[src/rtl/fp32_unpacker.sv]
// IEEE-754 float32 unpacker: sign, unbiased exponent, 24-bit mantissa, class flags.
// Define FP32_UNPACK_FTZ_EN to flush subnormals to zero instead of normalising them.
module fp32_unpacker #(
    parameter int EXP_W = 10
) (
    input  logic                    clk,
    input  logic                    rst,
    input  logic                    in_valid,
    output logic                    in_ready,
    input  logic [31:0]             in_data,
    output logic                    out_valid,
    input  logic                    out_ready,
    output logic                    sig,
    output logic signed [EXP_W-1:0] exp,
    output logic [23:0]             mant,
    output logic                    nan,
    output logic                    inf,
    output logic                    zero
);

    typedef enum logic [1:0] {
        IDLE,
        NORM,
        DONE
    } state_t;

    localparam logic [EXP_W-1:0] EXP_BIAS = EXP_W'(127);
    localparam logic [EXP_W-1:0] EXP_MAX  = EXP_W'(128);
`ifndef FP32_UNPACK_FTZ_EN
    localparam logic [EXP_W-1:0] EXP_SUB  = EXP_W'(-126);
`endif

    state_t                    state;
    state_t                    state_n;
    logic                      sig_n;
    logic signed [EXP_W-1:0]   exp_n;
    logic [23:0]               mant_n;
    logic                      nan_n;
    logic                      inf_n;
    logic                      zero_n;

    logic [7:0]                e_fld;
    logic [22:0]               f_fld;
    logic                      accept;
    logic                      is_spec;
    logic                      is_norm;
    logic                      is_zero;
    logic                      is_sub;

    assign e_fld   = in_data[30:23];
    assign f_fld   = in_data[22:0];
    assign is_spec = (e_fld == 8'hFF);
    assign is_norm = (e_fld != 8'h00) && (e_fld != 8'hFF);
    assign is_zero = (e_fld == 8'h00) && (f_fld == 23'd0);
    assign is_sub  = (e_fld == 8'h00) && (f_fld != 23'd0);

    assign in_ready  = ~rst & ((state == IDLE) | ((state == DONE) & out_ready));
    assign out_valid = (state == DONE);
    assign accept    = in_valid & in_ready;

    // Next state and next result fields; everything holds unless updated.
    always_comb begin
        state_n = state;
        sig_n   = sig;
        exp_n   = exp;
        mant_n  = mant;
        nan_n   = nan;
        inf_n   = inf;
        zero_n  = zero;
        if (state == NORM) begin
`ifndef FP32_UNPACK_FTZ_EN
            mant_n = {mant[22:0], 1'b0};
            exp_n  = exp - EXP_W'(1);
            if (mant[22]) begin
                state_n = DONE;
            end
`endif
        end else if (accept) begin
            sig_n   = in_data[31];
            nan_n   = 1'b0;
            inf_n   = 1'b0;
            zero_n  = 1'b0;
            state_n = DONE;
            unique case (1'b1)
                is_spec: begin
                    exp_n  = EXP_MAX;
                    mant_n = {1'b1, f_fld};
                    nan_n  = |f_fld;
                    inf_n  = ~|f_fld;
                end
                is_norm: begin
                    exp_n  = EXP_W'(e_fld) - EXP_BIAS;
                    mant_n = {1'b1, f_fld};
                end
                is_zero: begin
                    exp_n  = '0;
                    mant_n = '0;
                    zero_n = 1'b1;
                end
                is_sub: begin
`ifdef FP32_UNPACK_FTZ_EN
                    exp_n  = '0;
                    mant_n = '0;
                    zero_n = 1'b1;
`else
                    exp_n   = EXP_SUB;
                    mant_n  = {1'b0, f_fld};
                    state_n = NORM;
`endif
                end
                default: begin
                    state_n = DONE;
                end
            endcase
        end else if ((state == DONE) && out_ready) begin
            state_n = IDLE;
        end
    end

    // State and result registers; reset discards any in-flight result.
    always_ff @(posedge clk or posedge rst) begin
        if (rst) begin
            state <= IDLE;
            sig   <= 1'b0;
            exp   <= '0;
            mant  <= '0;
            nan   <= 1'b0;
            inf   <= 1'b0;
            zero  <= 1'b0;
        end else begin
            state <= state_n;
            sig   <= sig_n;
            exp   <= exp_n;
            mant  <= mant_n;
            nan   <= nan_n;
            inf   <= inf_n;
            zero  <= zero_n;
        end
    end

endmodule

[config.mk]
export PLATFORM = sky130hd
export DESIGN_NAME = fp32_unpacker
export DESIGN_NICKNAME = d
export VERILOG_FILES = /design/src/rtl/fp32_unpacker.sv
export SDC_FILE = /design/constraint.sdc
export NUM_CORES = 1
export LEC_CHECK = 0
export ABC_AREA = 1
export CAP_MARGIN = 30
export CORE_MARGIN = 5
export CORE_UTILIZATION = 45
export CTS_CLUSTER_SIZE = 25
export DETAILED_ROUTE_END_ITERATION = 6
export GPL_TIMING_DRIVEN = 0
export HOLD_SLACK_MARGIN = 0.03
export PLACE_DENSITY_LB_ADDON = 0.3
export SLEW_MARGIN = 20
export SYNTH_ARGS = -nofsm -noshare
export SYNTH_HDL_FRONTEND = slang
export SYNTH_SLANG_ARGS = --single-unit
[constraint.sdc]
create_clock -name clk -period 1.7 [get_ports clk]
set_clock_uncertainty 0.15 [all_clocks]
set_input_delay 0.34 -clock clk [delete_from_list [all_inputs] [get_ports clk]]
set_output_delay 0.34 -clock clk [all_outputs]
set_load 0.01 [all_outputs]
==> results.sh <==
export IMPL_min_path_type="in -> reg"
export IMPL_r2r_start="exp[0]$_DFFE_PP0P_"
export IMPL_wl_met2_microns=3290
export IMPL_fmax_mhz=600
export IMPL_syn_num_nets=363
export IMPL_hold_depth=3
export IMPL_finalCritPeriodShare_pct=98.0
export IMPL_drive_gt1_share_pct=15.7
export IMPL_highest_layer="met4"
export IMPL_worstSetupPathType="in -> reg"
export IMPL_synth_flop_cell="dfrtp_1"
export IMPL_ir_worst_vdd_uv=572
export IMPL_cp_required_ps=1720
export IMPL_report_final_slew_viol_count=0
export IMPL_yosysUniqueCellTypes=30
export IMPL_synthToLayoutAreaGrowth_pct=51.2
export IMPL_rrSetupSlack_ps=100
export IMPL_clock_latency_ps=300
export IMPL_cts_buffer_depth=2
export IMPL_synthMuxAreaShare_pct=0
export IMPL_grt_pass1_vias=2460
export IMPL_vias=2517
export IMPL_mostFrequentLayoutCells="nand2_1 (120), dfrtp_1 (39), nand3_1 (37)"
export IMPL_path_max_fanout=7
export IMPL_status="completed"
export IMPL_core_sq_um=5040
export IMPL_worst_ep_arrival_time_ps=1690
export IMPL_layout_commonest_cell="nand2_1"
export IMPL_diodes=0
export IMPL_ys_warn_count=0
export IMPL_clock_sinks=40
export IMPL_grtUsageTotal_pct=21.3
export IMPL_hold_viol_final=0
export IMPL_worstRegToRegCells=11
export IMPL_tns_ps=0
export IMPL_gp_congestion=0.874
export IMPL_die_w_microns=81.8
export IMPL_htreeDepth=2
export IMPL_drt_iter0_drc=163
export IMPL_synth_compound_area_share_pct=8.09
export IMPL_viasPerCell=5.07
export IMPL_rsz0062_at_grt="true"
export IMPL_finalNetCount=465
export IMPL_routedWlPerCell_microns=13.8
export IMPL_finalSetupViolCount=0
export IMPL_ios=76
export IMPL_ys_seq_area_share_pct=43.2
export IMPL_antenna_found_initial=0
export IMPL_synthArstFlopShare_pct=100
export IMPL_num_rows=26
export IMPL_dieHeight_microns=81.8
export IMPL_synth_adder_area_share_pct=1.62
export IMPL_layoutNonFillerInstCount=496
export IMPL_io_buffers=75
export IMPL_cts_made_buffers=5
export IMPL_grt_max_degree=34
export IMPL_crit_path_start="in_data[14]"
export IMPL_synth_xor_area_share_pct=0.756
export IMPL_dieArea_sq_um=6690
export IMPL_maxCapViolations=0
export IMPL_overflow=0
export IMPL_synth_area_sq_um=2320
export IMPL_cts_root_buf="clkbuf_8"
export IMPL_cts_tree="built"
export IMPL_routed_wl_microns=6870
export IMPL_cts_clk_slew_worst_paths_ps=80
export IMPL_synth_simple_area_share_pct=38.8
export IMPL_wl_met1_microns=2970
export IMPL_synth_edf_count=0
export IMPL_synth_top_family_by_area="simple AND/OR/NAND/NOR gates"
export IMPL_start_util_pct=46.0
export IMPL_leakage_nw=2.02
export IMPL_grt_pass1_wl_microns=11000
export IMPL_period_minus_slack_ps=1670
export IMPL_worst_slew_pin_transition_ps=288
export IMPL_hold_start="in_data[6]"
export IMPL_relSlewSlack_pct=80.7
export IMPL_crit_path_end_kind="flop"
export IMPL_drc_errors=0
export IMPL_holdPathEnd="mant[6]$_DFFE_PP0P_"
export IMPL_dp_cells=470
export IMPL_p_per_area_nw_per_um2=852
export IMPL_synth_seq_cells=40
export IMPL_synth_avg_cell_area_sq_um=7.16
export IMPL_drtAntennaViolNets=0
export IMPL_first_pass_iters=5
export IMPL_start_kind="input pin"
export IMPL_dpl_hpwl_microns=4820
export IMPL_timing_rr_end="exp[8]$_DFFE_PP0P_"
export IMPL_met3WireLength_microns=483
export IMPL_syn_instance_count=324
## worst max-delay path, stage by stage
cell and delay [ps]:
clkdlybuf4s50_1 430, nor2_1 110, nand2_1 70, nor2_2 130
nand3_2 120, inv_2 100, a21oi_4 100, buf_6 140
nand2_1 60, nand3_1 80
## cell families after synthesis
group                    count (synthesis)
AND/OR/NAND/NOR                        210
flip-flops                              40
buffers and inverters                   39
AO/OA/AOI/OAI                           30
adder cells (fa/ha/maj)                  3
XOR/XNOR                                 2
## state kept, by name (all words and copies together), names as in the netlist
name / flops
inf: 1
mant: 24
zero: 1
nan: 1
exp: 10
sig: 1
state: 2
## Yosys cell counts, types with 3 or more instances
cell type | n | area [sq um]
nand2_1 | 125 | 469
buf_2 | 5 | 25.0
ha_1 | 3 | 37.5
nand3_1 | 40 | 200
nor2_1 | 31 | 116
buf_6 | 3 | 33.8
a21oi_1 | 4 | 20.0
inv_1 | 28 | 105
dfrtp_1 | 40 | 1000
nand4_1 | 5 | 31.3
o21ai_0 | 14 | 70.1
## power by group
part	leakage, nW	switching [W]	internal (W)
clock	0.0503	0.000335	0.000362
combinational	1.48	0.000526	0.000488
sequential	0.494	0.000147	0.00113
## metal layers
layer / vias up / track usage (%)
li1: 1238 / -
met1: 1173 / 26.1
met2: 89 / 36.2
met3: 17 / 6.03
met4: 0 / 6.48
met5: - / 0
## stage by stage
stage	hold slack (ps)	total power, W	setup WS, ps	cell area (sq um)	utilization, %
global placement	312	0.00232	-721	3160	62.6
finish	135	0.00299	34.3	3510	69.5
global route	159	0.00319	-84.4	3510	69.5
CTS	302	0.00297	0.311	3330	66.0
floorplan	286	0.00176	152	2320	-
detailed placement	336	0.00235	-523	3180	63.0
## area by class of cell
type,instances,area [sq um]
Timing Repair Buffer,95,951
Tap cell,70,87.6
Fill cell,401,1540
Inverter,30,115
Buffer,9,66.3
Sequential cell,40,1000
Multi-Input combinational cell,245,1190
Clock buffer,7,96.3
## worst max-delay path by stage
stage,endpoint,slack (ps)
4_1_cts,mant[14],0.3
3_5_place_dp,exp[7]$_DFFE_PP0P_,-520
5_1_grt,exp[8]$_DFFE_PP0P_,-80
6_report,mant[13]$_DFFE_PP0P_,30
3_3_place_gp,mant[2]$_DFFE_PP0P_,-720
2_1_floorplan,exp[8]$_DFFE_PP0P_,150
## repair_timing
item                                    4_1_cts  5_1_grt
resized for setup                            45       57
hold endpoints to repair                      7        0
pin swaps                                     5       15
buffers inserted                             10        6
hold buffers                                  1        0
endpoints found under the setup margin       64       43
gates cloned                                  0        2
Note: power is estimated with default switching activity, not from simulation.
